===== src/rtl/dotmatrix_pkg.sv =====
// dotmatrix_pkg: shared link constants and row-select decode helper
package dotmatrix_pkg;
  localparam int ROWS = 16;
  localparam int COLS = 16;
  localparam int ROW_W = 4;
  localparam int COLS_PER_LE = 16;
  localparam int CNT_W = 5;
  typedef struct packed {
    logic             ok;
    logic [ROW_W-1:0] idx;
  } row_sel_t;
  function automatic row_sel_t find_zero(input logic [ROWS-1:0] v);
    int n;
    find_zero = '0;
    n = 0;
    for (int i = 0; i < ROWS; i++)
      if (!v[i]) begin
        n++;
        find_zero.idx = ROW_W'(i);
      end
    find_zero.ok = (n == 1);
  endfunction
endpackage


===== src/rtl/dm_edge_sync.sv =====
// dm_edge_sync: SYNC_STAGES synchroniser plus rising-edge detect; ports clk, reset(low), i_d -> o_lvl, o_rise
module dm_edge_sync #(
  parameter int SYNC_STAGES = 2
) (
  input  logic clk,
  input  logic reset,
  input  logic i_d,
  output logic o_lvl,
  output logic o_rise
);
  logic r_prev;
  generate
    if (SYNC_STAGES == 0) begin : g_direct
      assign o_lvl = i_d;
    end else begin : g_sync
      logic [SYNC_STAGES-1:0] r_sync;
      always_ff @(posedge clk)
        r_sync <= !reset ? '0 : SYNC_STAGES'({r_sync, i_d});
      assign o_lvl = r_sync[SYNC_STAGES-1];
    end
  endgenerate
  always_ff @(posedge clk)
    r_prev <= !reset ? 1'b0 : o_lvl;
  assign o_rise = o_lvl & ~r_prev;
endmodule


===== src/rtl/dotmatrix_rx.sv =====
// dotmatrix_rx: decodes row/column shift + latch stream into a 16x16 frame buffer; rd_row/rd_data read port, row_wr/wr_row/frame_done write status, blank, sticky err_bits/err_row with err_clr
module dotmatrix_rx
  import dotmatrix_pkg::*;
#(
  parameter int SYNC_STAGES = 2,
  parameter bit ROW_SWAP = 1
) (
  input  logic             clk,
  input  logic             reset,
  input  logic             rclk,
  input  logic             rsdi,
  input  logic             cclk,
  input  logic             csdi,
  input  logic             le,
  input  logic             oeb,
  input  logic [ROW_W-1:0] rd_row,
  output logic [COLS-1:0]  rd_data,
  output logic             row_wr,
  output logic [ROW_W-1:0] wr_row,
  output logic             frame_done,
  output logic             blank,
  output logic             err_bits,
  output logic             err_row,
  input  logic             err_clr
);
  logic [5:0] w_in, w_lvl, w_rise;
  logic [COLS-1:0] r_fb [ROWS];
  logic [ROWS-1:0] r_row_sr, w_row_n;
  logic [COLS-1:0] r_col_sr, w_col_n;
  logic [CNT_W-1:0] r_ccnt, w_cnt_n;
  row_sel_t w_sel;
  logic [ROW_W-1:0] w_phys;
  logic w_bad_bits, w_bad_row, w_wr, w_unused;
  assign w_in = {oeb, le, csdi, cclk, rsdi, rclk};
  genvar i;
  for (i = 0; i < 6; i++) begin : g_in
    dm_edge_sync #(.SYNC_STAGES(SYNC_STAGES)) u_sync (
      .clk(clk), .reset(reset), .i_d(w_in[i]), .o_lvl(w_lvl[i]), .o_rise(w_rise[i])
    );
  end
  assign w_unused = ^{w_rise[1], w_rise[3], w_rise[5]};
  assign blank = w_lvl[5];
  // le decode sees the register values after any shift landing in the same cycle
  always_comb begin
    w_row_n = w_rise[0] ? {r_row_sr[ROWS-2:0], w_lvl[1]} : r_row_sr;
    w_col_n = w_rise[2] ? {r_col_sr[COLS-2:0], w_lvl[3]} : r_col_sr;
    w_cnt_n = (w_rise[2] && r_ccnt != '1) ? r_ccnt + 1'b1 : r_ccnt;
    w_sel = find_zero(w_row_n);
    w_phys = ROW_SWAP ? (w_sel.idx ^ 4'd1) : w_sel.idx;
    w_bad_bits = w_rise[4] && (w_cnt_n != CNT_W'(COLS_PER_LE));
    w_bad_row = w_rise[4] && !w_sel.ok;
    w_wr = w_rise[4] && !w_bad_bits && !w_bad_row;
  end
  always_ff @(posedge clk) begin
    if (!reset) begin
      for (int r = 0; r < ROWS; r++) r_fb[r] <= '0;
      r_row_sr <= '1;
      r_col_sr <= '0;
      r_ccnt <= '0;
      rd_data <= '0;
      row_wr <= 1'b0;
      wr_row <= '0;
      frame_done <= 1'b0;
      err_bits <= 1'b0;
      err_row <= 1'b0;
    end else begin
      r_row_sr <= w_row_n;
      r_col_sr <= w_col_n;
      r_ccnt <= w_rise[4] ? '0 : w_cnt_n;
      if (w_wr) begin
        r_fb[w_phys] <= w_col_n;
        wr_row <= w_phys;
      end
      row_wr <= w_wr;
      frame_done <= w_wr && (w_phys == 4'd15);
      err_bits <= (err_bits & ~err_clr) | w_bad_bits;
      err_row <= (err_row & ~err_clr) | w_bad_row;
      rd_data <= r_fb[rd_row];
    end
  end
endmodule


===== config.mk =====
export PLATFORM = sky130hd
export DESIGN_NAME = dotmatrix_rx
export DESIGN_NICKNAME = d
export VERILOG_FILES = /design/src/rtl/dotmatrix_pkg.sv /design/src/rtl/dm_edge_sync.sv /design/src/rtl/dotmatrix_rx.sv
export SDC_FILE = /design/constraint.sdc
export NUM_CORES = 1
export LEC_CHECK = 0
export CAP_MARGIN = 20
export CORE_MARGIN = 4
export CORE_UTILIZATION = 40
export CTS_BUF_LIST = sky130_fd_sc_hd__clkbuf_4
export CTS_CLUSTER_SIZE = 12
export DETAILED_ROUTE_END_ITERATION = 7
export GPL_ROUTABILITY_DRIVEN = 0
export MAX_ROUTING_LAYER = met4
export PLACE_DENSITY_LB_ADDON = 0.08
export SLEW_MARGIN = 20
export SYNTH_ARGS = -nofsm -noshare
export SYNTH_HDL_FRONTEND = slang
export SYNTH_SLANG_ARGS = --single-unit

===== constraint.sdc =====
create_clock -name clk -period 17.1 [get_ports clk]
set_input_delay 1.71 -clock clk [delete_from_list [all_inputs] [get_ports clk]]
set_output_delay 1.71 -clock clk [all_outputs]
set_load 0.1 [all_outputs]

==> out/results.txt, run 1 <==
The run finished with clean final reports. The clock passes through at most 3 buffers. After the last flow step, the layout net total stands at 1450. The fraction of synthesized cell area in xor and xnor cells came out at 0.03906.

The die height is 210.5 um, and the CTS buffer count is 94. TritonCTS built the clock tree. Synthesis produced a netlist with a net count of 1381.

For this run, the number of standard cells in the final layout without fillers is 2026. The run gives 0.5614 as the part of the Yosys area used for sequential elements. The cell family with the largest share of critical-path delay was adder cells. After clock tree synthesis, the flow added hold-fix buffers numbering 0. STA puts the critical path data required time at 17.45 ns. Leaving out fill and tap cells, the most frequent cells in the layout are sky130_fd_sc_hd__nor2_1 (297), sky130_fd_sc_hd__edfxtp_1 (256), sky130_fd_sc_hd__clkbuf_4 (155). Share of cell area taken by muxes after synthesis: 0.1399. After legalization and detailed placement, the total HPWL measured 27.91 mm.

The min-delay analysis places its worst path in the category reg2reg. The logs give 0.2025 for the total track usage and 0.00004328 V for the peak ir drop on the vdd network. After clock tree synthesis, the setup repair step added 0 buffers. CTS built an H-tree with a depth of 3. The logs give 0.05920 ns for the post-route clock skew and 0 for the count of final max-slew check failures. The dominant register cell in the synthesized netlist was sky130_fd_sc_hd__edfxtp_1. The static leakage power came out at 0.006303 uW. For this run, the detailed router's first-pass iteration total came to 5.

Among the stages of the critical path, the cell type that occurs most often is sky130_fd_sc_hd__ha_1. Clock-pin slew was measured on the worst setup and hold paths at 0.05 ns. The die boundary width was 210.5 um. The synthesized netlist occupies a cell area of 16400 um2. The critical path contains buffers and inverters numbering 5 combined. Of all nets on the critical path, the largest fanout is 55.

Using the TritonRoute via totals, the vias-per-cell ratio works out to 5.389. The logs give 13.33 ns for the worst path arrival time and 77.04 MHz for the maximum achievable frequency. The number of placed instances, taps included was 1849; the number of I/O pins was 38.

The worst setup path is of the reg2reg kind. The clock period could shrink to 12.98 ns. STA classifies the critical path startpoint as a register. Counting distinct cell types in the post-synthesis netlist gives 78. Relative to the synthesized area, the layout overhead comes to 13.61%. The compound-cell area share of the yosys netlist works out to 0.06476. Count of mapped cells out of synthesis: 1351. Combinational family with the most area after synthesis: simple AND/OR/NAND/NOR gates.

The slew at the pin closest to its max-slew limit was 1.138 ns. The synthesized design contains 256 enable-type register cells. Mean instance size in the synthesized netlist: 12.14 um2.

The first global-routing pass estimated 66.04 mm of wire. The quantity of gates resized following cts came out at 0. In this run, synthesis produced a sequential element count of 332. Across the run, the number of max-cap violations was 0. Dividing total power by cell area gives a power density of 104.0 nW/um2.

Wires add up to 43.71 mm. The run gives 0.79 ns as the clock network latency to the later pin of the worst-skew pair. The detailed-route via count was 10920; the initial antenna violation count was 2. The tools report the initial core utilization as 0.4091. After routing, the total negative slack on setup checks comes to 0 ns. The hold violation total from the final report came out at 0. In the final routed layout, each cell accounts on average for 21.57 um. For the clock sink count, the log shows 332.

The logs give 0 for the post-route antenna net violation count and 885 for the DRC marker count from the first detailed-route iteration. On the critical path, the stage with the largest delay is an instance of sky130_fd_sc_hd__o21ai_2. The run gives 0 as the sum of overflow across all layers after global routing. The floorplan has 73 rows. Most common cell after layout, fill and taps aside: sky130_fd_sc_hd__nor2_1. The share of flip-flops with an asynchronous set or reset was 0.

The worst setup path is captured at a register. The logs give 0 for the number of endpoints failing setup at the final stage and 0 for the residual DRC count. Input and output buffers added on the ports amount to 37.

The proportion of layout cells with a drive suffix above 1 came out at 0.2187. The portion of the clock cycle consumed by the worst path in the final layout was 0.7591; the largest incremental delay on the critical path was 0.86 ns. The run gives 10970 as the number of global-route vias before repair. Setup repair after global routing left no endpoint under its margin.

The basic-gate share of the synthesized area counting and, or, nand and nor cells works out to 0.1545. The tools report the area of the core as 40100 um2. The cell sitting at the root of the clock tree is a sky130_fd_sc_hd__clkbuf_4. The adder-cell area share of the yosys netlist works out to 0.01358. The worst slew margin relative to its limit was 0.2391; the die footprint was 44310 um2. For the pin count of the biggest net entering global routing, the log shows 69.

The Yosys step of the flow raised 0 warnings.
[layer usage]
| metal | global-route usage | share of wire | up-vias |
|---|---|---|---|
| met2 | 0.3063 | 0.46 | 319 |
| met3 | 0.03870 | 0.062 | 66 |
| met5 | - | 0 | - |
| li1 | - | - | 5123 |
| met4 | 0.06640 | 0.023 | 0 |
| met1 | 0.2785 | 0.46 | 5410 |
[cells in the mapped netlist, types with 4 or more instances]
master,count,share of area
sky130_fd_sc_hd__nor2b_1,10,0.0038
sky130_fd_sc_hd__xnor3_1,10,0.014
sky130_fd_sc_hd__o22ai_1,4,0.0015
sky130_fd_sc_hd__inv_1,22,0.0050
sky130_fd_sc_hd__ha_1,17,0.013
sky130_fd_sc_hd__clkbuf_1,45,0.010
sky130_fd_sc_hd__dfxtp_1,76,0.093
sky130_fd_sc_hd__o21ai_1,7,0.0021
sky130_fd_sc_hd__mux2_2,22,0.015
sky130_fd_sc_hd__xor2_1,10,0.0053
sky130_fd_sc_hd__mux2i_1,20,0.012
sky130_fd_sc_hd__nor2_1,297,0.068
sky130_fd_sc_hd__a31oi_1,4,0.0015
sky130_fd_sc_hd__or3_1,7,0.0027
sky130_fd_sc_hd__buf_1,13,0.0030
sky130_fd_sc_hd__nor3_1,15,0.0046
sky130_fd_sc_hd__nand3_1,17,0.0052
sky130_fd_sc_hd__and4_1,4,0.0021
sky130_fd_sc_hd__o211ai_1,17,0.0078
sky130_fd_sc_hd__a21oi_1,28,0.0085
sky130_fd_sc_hd__xnor2_1,25,0.013
sky130_fd_sc_hd__buf_4,8,0.0037
sky130_fd_sc_hd__mux4_2,80,0.11
sky130_fd_sc_hd__a21boi_0,4,0.0018
sky130_fd_sc_hd__and3_1,4,0.0015
sky130_fd_sc_hd__a21o_1,4,0.0018
sky130_fd_sc_hd__o211a_1,5,0.0031
sky130_fd_sc_hd__edfxtp_1,256,0.47
sky130_fd_sc_hd__o21a_1,5,0.0023
sky130_fd_sc_hd__o21ai_0,33,0.010
sky130_fd_sc_hd__nand2_1,128,0.029
sky130_fd_sc_hd__nand2b_1,10,0.0038
sky130_fd_sc_hd__and3b_1,4,0.0021
sky130_fd_sc_hd__buf_2,15,0.0046
sky130_fd_sc_hd__o31ai_1,4,0.0018
sky130_fd_sc_hd__a211oi_2,4,0.0031
sky130_fd_sc_hd__and2_1,57,0.022
[worst register-to-register path: cells and delay by family (launching register included)]
family / cells / cell delay [ns]
xor+xnor: 2 / 0.32
fa+ha+maj: 14 / 4.19
mux: 3 / 0.93
compound gates: 14 / 3.34
buf+inv: 5 / 0.81
flops: 1 / 0.42
simple gates: 14 / 2.60
[sequential cells by signal (all words and copies together) (netlist names)]
name	count
r_fb	256
r_col_sr	16
r_row_sr	16
rd_data	16
g_in.u_sync.g_sync.r_sync	12
r_ccnt	5
wr_row	4
g_in.u_sync.r_prev	3
err_bits	1
err_row	1
frame_done	1
row_wr	1
[stage by stage]
step | total power (uW) | worst slack (ns) | utilization | hold slack, ns | instance area (um2)
2_1_floorplan | 1094 | 5.019 | - | 0.4119 | 16400
3_3_place_gp | 1156 | 4.446 | 0.4311 | 0.4138 | 17290
3_5_place_dp | 1158 | 4.189 | 0.4311 | 0.4257 | 17290
4_1_cts | 1969 | 4.139 | 0.4645 | 0.4430 | 18630
5_1_grt | 2034 | 3.256 | 0.4647 | 0.4742 | 18630
6_report | 1939 | 4.120 | 0.4647 | 0.4430 | 18630
[worst paths after layout]
kind | start | end | slack, ns | cells after the start
max | g_in[0].u_sync.r_prev | r_fb[3][13] | 4.12 | 52
max reg2reg | g_in[0].u_sync.r_prev | r_fb[3][13] | 4.12 | 52
min reg2reg | g_in[4].u_sync.g_sync.r_sync[0] | g_in[4].u_sync.g_sync.r_sync[1] | 0.44 | 1
min | g_in[4].u_sync.g_sync.r_sync[0] | g_in[4].u_sync.g_sync.r_sync[1] | 0.44 | 1
[cells by family after synthesis]
family / Yosys count
and+or+nand+nor: 572
DFF: 332
AOI/OAI and AO/OA: 151
muxes: 124
buffers and inverters: 104
xor gates and xnor gates: 50
adders and majority gates: 18
[cell type report]
| cell class | instances | area [um2] |
|---|---|---|
| Timing Repair Buffer | 54 | 488.0 |
| Inverter | 23 | 86.33 |
| Clock buffer | 155 | 1164 |
| Antenna cell | 1 | 2.502 |
| Sequential cell | 332 | 9209 |
| Fill cell | 3715 | 21460 |
| Multi-Input combinational cell | 915 | 6853 |
| Clock inverter | 21 | 175.2 |
| Tap cell | 525 | 656.9 |
[power breakdown]
part	total [uW]	internal, uW	switching, uW	leakage, uW
Sequential	915	904	11.8	0.00305
Combinational	224	86.5	137	0.00246
Clock	799	455	345	0.000795
Note: power is estimated with default switching activity, not from simulation.
==> run 2: changes to the inputs <==
==> constraint.sdc (replaced) <==
create_clock -name clk -period 10.85 [get_ports clk]
set_input_delay 1.085 -clock clk [delete_from_list [all_inputs] [get_ports clk]]
set_output_delay 1.085 -clock clk [all_outputs]
set_load 0.1 [all_outputs]
==> run 2 against run 1 <==
Via count is 2.7% higher. Wire length rose by 0.13%. Worst setup slack got worse by 3.7 ns. Clock power up 49%. Fmax rose by 25%. Power is 57% higher. Register-to-register slack lost 3.7 ns. First-iteration DRC count down 17%. Sequential power up 57%. Hold slack lost 0.010 ns. Sequential share of layout area is 2.2 points lower. Final cell count up 2.6%.
==> out/results.txt, run 2 (same netlist as run 1, synthesis figures left out) <==
The logs give 0.4091 (unchanged) for the initial core utilization and 9214 um2 (about the same) for the sequential cell area in the final layout. Flip-flop count of the largest register, all copies and words added: 256 (unchanged). The number of levels the H-tree was split into is 3 (unchanged). The global-route wire length before repair was 66.90 mm (+1.3%). The hold path depth works out to 1 (unchanged). The cell repeated most along the worst path is sky130_fd_sc_hd__ha_1.

The residual DRC count was 0 (unchanged). The maximum fanout along the worst path works out to 8 (-85%). The run gives 43.77 mm (+0.13%) as the routed wire length. The library cell used most frequently in the layout, excluding fill and tap cells, is sky130_fd_sc_hd__nor2_1.

The logs give 3 (+1) for the initial antenna violation count and 332 (unchanged) for the clock sink count. The final critical-path required period is 10.39 ns (-2.588 ns). The proportion of layout cells with a drive suffix above 1 came out at 0.2631 (+0.04439).

Counting flops per register, the top entry is r_fb. The area of the core came out at 40100 um2 (unchanged). The run gives 38 (unchanged) as the number of I/O pins. The die boundary width was 210.5 um (unchanged); the DRC marker count from the first detailed-route iteration was 735 (-17%). The run gives 0 (unchanged) as the count of final max-slew check failures.

STA classifies the critical path startpoint as a register. Die height: 210.5 um (unchanged). The depth of the worst register-to-register path was 55 (+5.8%).

The pin count of the biggest net entering global routing was 65 (-5.8%); the total design power was 3040 uW (+57%). The cell family with the largest share of critical-path delay is adder cells. The CTS buffer count is 90 (-4.3%), and the power density relative to cell area is 155.9 nW/um2 (+50%).

In this run the worst hold path is classified as reg2reg. The number of endpoints failing setup at the final stage is 0 (unchanged). The placement row count was 73 (unchanged); the clock tree buffer depth was 3 (unchanged).

The combined area of the multi-input logic cells came out at 7129 um2 (+4.0%). The portion of the clock cycle consumed by the worst path in the final layout came out at 0.9577 (+0.1987). The tools report the die footprint as 44310 um2 (unchanged). TritonCTS built the clock tree. The instance count on the critical path came out at 55 (+5.8%). The run finished with clean final reports. STA classifies the critical path endpoint as a register. The relative area change from synthesis to final layout works out to 18.87%. The run gives 0.006655 uW (+5.6%) as the static leakage power. The CTS root buffer is sky130_fd_sc_hd__clkbuf_4. Quantity of I/O buffers inserted on ports: 37 (unchanged). The tools report the sum of overflow across all layers after global routing as 0 (unchanged).

For hold timing, the worst endpoint is g_in[1].u_sync.g_sync.r_sync[1]. The total track usage was 0.2024 (about the same). By startpoint and endpoint, the worst setup path is classified as reg2reg. The capture point of the worst reg-to-reg path is r_fb[0][0].

The tools report the required time at the worst-slack endpoint as 11.32 ns (-6.13 ns). In the layout the commonest cells are sky130_fd_sc_hd__nor2_1 (295), sky130_fd_sc_hd__edfxtp_1 (256), sky130_fd_sc_hd__clkbuf_4 (149). The detailed-route via count is 11210 (+2.7%), and the post-route clock skew is 0.04460 ns (-0.01461 ns). For the sum of net half-perimeters after detailed placement, the log shows 27.63 mm (-1.0%). On the critical path, the stage with the largest delay is an instance of sky130_fd_sc_hd__a221o_1.

The largest incremental delay on the critical path is 0.41 ns (-0.45 ns). Startpoint of the most critical hold path: g_in[1].u_sync.g_sync.r_sync[0]. The logs give 0 (unchanged) for the hold violation total from the final report and 0 ns (unchanged) for the setup TNS. The logs give 0 (unchanged) for the number of violations of the max-capacitance limit and 96.23 MHz (+25%) for the maximum achievable frequency. The logs give 0.2498 (+0.01073) for the worst slew margin relative to its limit and 0.4326 ns (-0.01042 ns) for the hold slack.

The pre-CTS worst setup slack is -0.2586 ns (-4.447 ns), and the routed length per instance is 21.05 um (-2.4%). For the number of global-route vias before repair, the log shows 11310 (+3.1%). The slew at the pin closest to its max-slew limit was 1.122 ns (-0.01604 ns); the final-layout fill cell count was 3625 (-2.4%).

The detail-routed via count per cell is 5.393 (about the same). The tools report the peak ir drop on the vdd network as 0.00008920 V (+110%). The run gives 0.46 ns (-3.66 ns) as the setup slack of the most critical reg-to-reg path.

The layout net count is 1509 (+4.1%), and the number of buffer and inverter stages on the critical path is 7 (+2). The tools report the critical register-to-register path startpoint as g_in[0].u_sync.g_sync.r_sync[1]. The run gives 0.4586 ns (-3.662 ns) as the worst-case setup margin in the final layout. The tools report the clock network latency to the later pin of the worst-skew pair as 0.79 ns (about the same).

For the first-pass detailed-route iteration total, the log shows 7 (+2). The post-route antenna net violation count came out at 0 (unchanged). The clock transition time at the flip-flop clock pins of the worst setup and hold paths came out at 0.06 ns (about the same). The logs give 0 (unchanged) for the count of hold-fix buffers inserted at cts and 10.86 ns (-2.47 ns) for the worst path arrival time.
[run 2: cell count changes in the layout (fill, tap and decap cells not counted), sizes merged]
cell,previous run,this run
clkbuf,155,150
diode,1,3
clkinv,15,10
bufinv,3,2
buf,20,82
[run 2: final cells by class]
type	instances	share of cell area
well taps	525	0.03369
clock buffers	149	0.05737
repair buffers	117	0.05962
multi-input cells	915	0.3657
clock inverters	15	0.006289
inverters	23	0.004428
flip-flops and latches	332	0.4726
diodes	3	0.0003850
[run 2: power breakdown]
group | internal, uW | leakage, uW | switching, uW
sequential | 1420 | 0.00305 | 17.7
combinational | 171 | 0.00286 | 235
clock | 665 | 0.000741 | 528
total | 2260 | 0.00665 | 781
[run 2: timing repair]
| item | in CTS | in global routing |
|---|---|---|
| gates resized for setup | 13 | 39 |
| endpoints found under the setup margin | 371 | 517 |
| buffers inserted | 14 | 15 |
| pin swaps | 5 | 14 |
| hold endpoints to repair | 0 | 0 |
| gates cloned | 0 | 1 |
[run 2: worst max path at each step]
stage | slack (ns) | endpoint | from
6_report | 0.46 | r_fb[0][0] | g_in[0].u_sync.g_sync.r_sync[1]
2_1_floorplan | 0.02 | r_fb[5][0] | g_in[0].u_sync.r_prev
3_5_place_dp | -0.26 | r_fb[9][5] | g_in[0].u_sync.g_sync.r_sync[1]
3_3_place_gp | 0.08 | r_fb[2][8] | g_in[0].u_sync.g_sync.r_sync[1]
4_1_cts | 0.006 | r_fb[1][6] | g_in[0].u_sync.g_sync.r_sync[1]
5_1_grt | -0.09 | r_fb[0][0] | g_in[0].u_sync.g_sync.r_sync[1]
[run 2: routing by layer]
layer | global-route usage | wire (um) | vias up
li1 | - | - | 5237
met1 | 0.2905 | 20910 | 5604
met2 | 0.2990 | 19700 | 313
met3 | 0.03483 | 2383 | 59
met4 | 0.05880 | 775 | 0
met5 | - | 0 | -
[run 2: worst reg2reg max path, delay by kind of cell (launching register included)]
kind | cells | cell delay, ns
xor+xnor | 1 | 0.12
flops | 1 | 0.35
simple gates | 13 | 1.51
mux | 3 | 0.84
compound gates | 17 | 2.84
buf+inv | 7 | 0.89
fa+ha+maj | 14 | 3.61
[run 2: through the flow]
step                        util  instance area [um2]  std cells
after floorplan                -                16640       1351
after CTS                 0.4780                19170       2060
after global routing      0.4863                19500       2079
after global placement    0.4432                17770       1882
final                     0.4863                19500       2079
after detailed placement  0.4432                17770       1882
